### config.mk
export PLATFORM = sky130hd
export DESIGN_NAME = key_input
export DESIGN_NICKNAME = d
export VERILOG_FILES = /design/src/rtl/key_input_pkg.sv /design/src/rtl/key_channel.sv /design/src/rtl/key_input.sv
export SDC_FILE = /design/constraint.sdc
export NUM_CORES = 1
export LEC_CHECK = 0
export CAP_MARGIN = 10
export CORE_UTILIZATION = 45
export CTS_BUF_LIST = sky130_fd_sc_hd__clkbuf_16
export CTS_CLUSTER_DIAMETER = 60
export DETAILED_ROUTE_END_ITERATION = 12
export DONT_BUFFER_PORTS = 1
export GPL_TIMING_DRIVEN = 0
export PLACE_DENSITY = 0.61
export RECOVER_POWER = 50
export SLEW_MARGIN = 20
export SYNTH_ARGS = -nofsm -noshare
export SYNTH_HDL_FRONTEND = slang
export SYNTH_HIERARCHICAL = 1
export SYNTH_SLANG_ARGS = --single-unit
### constraint.sdc
create_clock -name clk -period 3.49 [get_ports clk]
set_input_delay 0.698 -clock clk [delete_from_list [all_inputs] [get_ports clk]]
set_output_delay 0.698 -clock clk [all_outputs]
set_load 0.02 [all_outputs]
### src/rtl/key_input_pkg.sv
// Shared types and default timing constants for the pushbutton front end.
// Defaults assume a 50 MHz system clock.
package key_input_pkg;

    typedef enum logic [1:0] {
        UP,
        DOWN_WAIT,
        DOWN_REPEAT
    } key_state_t;

    // 10 ms of stable level before a change is believed
    localparam int DEFAULT_DEBOUNCE_CYCLES = 500_000;
    // 0.5 s from the initial press pulse to the first repeat
    localparam int DEFAULT_REPEAT_DELAY    = 25_000_000;
    // 0.1 s between repeats once repeating has started
    localparam int DEFAULT_REPEAT_PERIOD   = 5_000_000;

    // Counter width large enough to reach the largest compare point without wrapping
    function automatic int count_width(input int a, input int b, input int c);
        int m;
        m = a;
        if (b > m) m = b;
        if (c > m) m = c;
        return $clog2(m) + 1;
    endfunction

endpackage

### src/rtl/key_channel.sv
// One pushbutton channel: synchronizer, debouncer, press/repeat state machine.
// The raw key is active-low; everything downstream of the synchronizer is active-high.
module key_channel
    import key_input_pkg::*;
#(
    parameter int DEBOUNCE_CYCLES = DEFAULT_DEBOUNCE_CYCLES,
    parameter int REPEAT_DELAY    = DEFAULT_REPEAT_DELAY,
    parameter int REPEAT_PERIOD   = DEFAULT_REPEAT_PERIOD
)
(
    input  logic clk,
    input  logic reset,
    input  logic key_n,
    output logic pressed,
    output logic press
);

    localparam int CW = count_width(DEBOUNCE_CYCLES, REPEAT_DELAY, REPEAT_PERIOD);

    // Compare points; a zero repeat delay never reaches its compare, so clamp it
    localparam logic [CW-1:0] DEBOUNCE_LAST = CW'(DEBOUNCE_CYCLES - 1);
    localparam logic [CW-1:0] DELAY_LAST    = CW'((REPEAT_DELAY > 0) ? (REPEAT_DELAY - 1) : 0);
    localparam logic [CW-1:0] PERIOD_LAST   = CW'(REPEAT_PERIOD - 1);

    logic          sync1;
    logic          s;
    logic          stable;
    logic [CW-1:0] dcnt;
    logic [CW-1:0] rcnt;
    key_state_t    state;

    logic flip;
    logic rise;
    logic fall;

    // The accepted level changes on the cycle the disagreement count completes
    assign flip = (s != stable) && (dcnt == DEBOUNCE_LAST);
    assign rise = flip && !stable;
    assign fall = flip && stable;

    assign pressed = stable;

    // Two-flop synchronizer, inverting the active-low pin to active-high
    always_ff @(posedge clk or posedge reset) begin
        if (reset) begin
            sync1 <= 1'b0;
            s     <= 1'b0;
        end else begin
            sync1 <= ~key_n;
            s     <= sync1;
        end
    end

    // Debounce: count consecutive disagreeing cycles, any agreement restarts the count
    always_ff @(posedge clk or posedge reset) begin
        if (reset) begin
            stable <= 1'b0;
            dcnt   <= '0;
        end else if (s == stable) begin
            dcnt   <= '0;
        end else if (flip) begin
            stable <= ~stable;
            dcnt   <= '0;
        end else begin
            dcnt   <= dcnt + CW'(1);
        end
    end

    // Press and auto-repeat state machine; release always wins over a due repeat
    always_ff @(posedge clk or posedge reset) begin
        if (reset) begin
            state <= UP;
            rcnt  <= '0;
            press <= 1'b0;
        end else begin
            press <= 1'b0;
            if (fall) begin
                state <= UP;
                rcnt  <= '0;
            end else begin
                case (state)
                    UP: begin
                        rcnt <= '0;
                        if (rise) begin
                            state <= DOWN_WAIT;
                            press <= 1'b1;
                        end
                    end
                    DOWN_WAIT: begin
                        if (REPEAT_DELAY == 0) begin
                            rcnt <= '0;
                        end else if (rcnt == DELAY_LAST) begin
                            press <= 1'b1;
                            rcnt  <= '0;
                            state <= DOWN_REPEAT;
                        end else begin
                            rcnt <= rcnt + CW'(1);
                        end
                    end
                    DOWN_REPEAT: begin
                        if (rcnt == PERIOD_LAST) begin
                            press <= 1'b1;
                            rcnt  <= '0;
                        end else begin
                            rcnt <= rcnt + CW'(1);
                        end
                    end
                    default: begin
                        state <= UP;
                        rcnt  <= '0;
                    end
                endcase
            end
        end
    end

endmodule

### src/rtl/key_input.sv
// Pushbutton front end for the memory editor: one independent channel per key,
// turning raw active-low pins into a debounced level and press/repeat pulses.
module key_input
    import key_input_pkg::*;
#(
    parameter int NKEYS           = 4,
    parameter int DEBOUNCE_CYCLES = DEFAULT_DEBOUNCE_CYCLES,
    parameter int REPEAT_DELAY    = DEFAULT_REPEAT_DELAY,
    parameter int REPEAT_PERIOD   = DEFAULT_REPEAT_PERIOD
)
(
    input  logic             clk,
    input  logic             reset,
    input  logic [NKEYS-1:0] KEY,
    output logic [NKEYS-1:0] pressed,
    output logic [NKEYS-1:0] press
);

    for (genvar i = 0; i < NKEYS; i++) begin : g_chan
        key_channel #(
            .DEBOUNCE_CYCLES (DEBOUNCE_CYCLES),
            .REPEAT_DELAY    (REPEAT_DELAY),
            .REPEAT_PERIOD   (REPEAT_PERIOD)
        ) u_chan (
            .clk     (clk),
            .reset   (reset),
            .key_n   (KEY[i]),
            .pressed (pressed[i]),
            .press   (press[i])
        );
    end

endmodule

==> metrics <==
hpwl dp=15.3 mm; HP Class=input port to flip-flop; Sw Pwr=around 1.2 mW; GRT Total Usage=between 15 and 20%; P per Cell Area=between 400 and 500 nW/um^2; Area Growth Syn to Fin=11.8%; TritonCTS clock tree=built; failing checks=DRC; row count=slightly below 60; status=finished with violations; vias in the first global route=8548; reg2reg start=g_chan[1].u_chan/rcnt[23]; # diodes=0; VDD IR max=~0.35 mV; Leakage Power=around 5.4 nW; Worst Max-Slew Pin Slew=about 1300 ps; TritonRoute pass-1 iters=9; CTS resizes=0; TNS Setup=0 ps; Worst EP required=around 4000 ps; Cell Area, Placed=between 10000 and 15000 um^2; Final Util=51.5%; main flop type after synthesis=dfrtp_1; Sequential Power Share=a little under half; Unique masters post-synth=41; Internal=approximately 4.5 mW; final instance area=13500 um^2; worst skew pair latency=around 530 ps; post-layout minimum cycle time=roughly 2300 ps; Worst Setup SP=reset; grt ovf=0; Startpoint Class=input port; clock power share=between 50% and 60%; Max Buffers Root-to-Sink=3; WS Path Type=input port to async pin; initial antenna violation count=0; Clk pin slew, worst setup/hold paths=60 ps; Max-Cap Viols=0; Initial DRC Count=462; Avg WL per Cell=13.9 um; Max Fanout on Critical Path=46; post-synth design cell area=about 12000 um^2; Slew headroom=14.8%; Worst Setup EP=g_chan[2].u_chan/rcnt[19]; Final Net Count=~1300; post-synthesis async set-or-reset flop share=100%; gpl congestion=0.830; worst path arrival time=about 2800 ps; die height=166 um; post-synth top area share=between 40% and 50%; Vias/cell=between 5 and 6; Setup Viol. Count Final=0; fraction of layout instances using a drive strength above 1=under 10%; Synth area leader=dfrtp_1; register area share after synthesis=48.3%; Antenna Nets Post-Route=0; CTS Buf Count=29; PortBufs=0; flop2flop setup slack=roughly 1200 ps; first-pass GRT wire length=40.6 mm; Comb pwr share=roughly 1.8%; Fin. Hold Viols=0; Net Sw Frac=a little over a fifth; worst r2r dst=g_chan[1].u_chan/rcnt[21]; maximum clock frequency=428 MHz; RSZ-0062 raised after global routing=false; Crit. End Element=async pin; largest net degree at the start of global routing=54; Final Max Tran Viols=0; Sink Count=between 200 and 250; reg2reg path depth=7; hold_ws=approximately 220 ps; Clock H-tree levels=1; Final Cycle Share=66.9%; YS warnings=6; Top Ports=14; top cells by area, synth=dfrtp_1, xnor2_1, nor2_1, xor2_1, nand3_1; Synth Register Bits=~230; vias post-DR=8644; Net Count, Synth=around 1300; Clk Tree Root Cell=clkbuf_16; clock skew=a little under 10 ps; count of flip-flops with a built-in enable after synthesis=0; Die Area=27400 um^2; Initial Utilization=roughly 46%; synthesized instance count=between 1000 and 1500; die width=approximately 170 um; core footprint=26100 um^2; final wirelength=roughly 23 mm; syn avg cell area=~9.6 um^2; drc violations=2; postcts setup bufs=0
-- per-stage QoR --
stage | total power, mW | instances | setup slack [ps]
2_1_floorplan | 2.84 | 1255 | 1360
3_3_place_gp | 2.87 | 1590 | 632
3_5_place_dp | 2.89 | 1594 | 1160
4_1_cts | 5.90 | 1646 | 1150
5_1_grt | 5.99 | 1646 | 802
6_report | 5.77 | 1646 | 1150
-- layer usage --
metal  share of wire [%]  wire [um]  GRT usage (%)
met1                  50      11500           25.1
met2                  45      10200           28.4
met3                 2.9        655           2.57
met4                 2.1        488           4.17
met5                   0          0              0
-- flip-flops by register name, indices dropped and copies added (netlist names) --
register,flops
g_chan.u_chan/dcnt,104
g_chan.u_chan/press,4
g_chan.u_chan/pressed,4
g_chan.u_chan/rcnt,104
g_chan.u_chan/s,4
g_chan.u_chan/state,8
g_chan.u_chan/sync1,4
-- cell families after synthesis --
group                    count (synthesis)  share of synthesized area, %
buffers and inverters                   82                          3.38
AO/OA/AOI/OAI                           39                          2.53
flip-flops                             232                          48.3
AND/OR/NAND/NOR                        674                          28.4
adder cells (fa/ha/maj)                 28                          2.91
XOR/XNOR                               200                          14.6
-- cells in the final DEF (no fill, tap or decap), types with 12 or more instances in the layout --
cell type,synthesis,layout
nor2_1,256,256
dfrtp_1,232,232
xnor2_1,114,114
nand3_1,98,98
xor2_1,86,86
nand2_1,72,72
inv_1,53,52
nor3_1,46,43
nand4_1,40,40
nor4_1,30,30
and4_1,30,30
and3_1,30,30
clkbuf_16,0,29
ha_1,28,28
and2_1,15,15
nand4b_1,12,12
-- worst min-delay path by stage --
stage | to | cells after the start | start | slack (ps)
after global routing | g_chan[0].u_chan/sync1 | 1 | KEY[0] | 200
after detailed placement | g_chan[3].u_chan/s | 0 | g_chan[3].u_chan/sync1 | 340
after floorplan | g_chan[0].u_chan/s | 0 | g_chan[0].u_chan/sync1 | 330
final | g_chan[0].u_chan/sync1 | 1 | KEY[0] | 220
after global placement | g_chan[0].u_chan/s | 0 | g_chan[0].u_chan/sync1 | 330
after CTS | g_chan[0].u_chan/sync1 | 1 | KEY[0] | 190
-- worst max-delay path, cell delays in order --
cell	delay, ps
dlygate4sd3_1	680
clkinvlp_2	440
clkbuf_2	940
-- final cells by class --
class / count / area [um^2]
fillers: 2391 / 12700
multi-input cells: 941 / 5830
plain buffers: 29 / 208
repair buffers: 5 / 30.0
flip-flops and latches: 232 / 5810
clock inverters: 22 / 225
well taps: 335 / 419
inverters: 53 / 204
clock buffers: 29 / 726
-- synthesized netlist by cell type, types with 6 or more instances --
library cell	n
a211oi_1	10
and2_1	15
and3_1	30
and4_1	30
buf_2	10
buf_6	7
clkbuf_1	7
dfrtp_1	232
ha_1	28
inv_1	53
nand2_1	72
nand3_1	98
nand4_1	40
nand4b_1	12
nor2_1	256
nor3_1	46
nor3b_1	7
nor4_1	30
nor4b_1	7
o21ai_1	7
or4_1	11
or4b_1	6
xnor2_1	114
xor2_1	86
-- power groups by stage --
| stage | registers (mW) | logic (mW) | clock network (mW) |
|---|---|---|---|
| 3_3_place_gp | 2.77 | 0.104 | 0 |
| 3_5_place_dp | 2.77 | 0.120 | 0 |
| 2_1_floorplan | 2.77 | 0.0767 | 0 |
| 5_1_grt | 2.72 | 0.124 | 3.15 |
| 6_report | 2.72 | 0.103 | 2.95 |
| 4_1_cts | 2.72 | 0.124 | 3.05 |
-- timing repair --
| action | 4_1_cts | 5_1_grt |
|---|---|---|
| endpoints found under the setup margin | 0 | 0 |
| endpoints found under the hold margin | 41 | 0 |
| hold buffers | 1 | 0 |
Power figures use the tool's default switching activity.
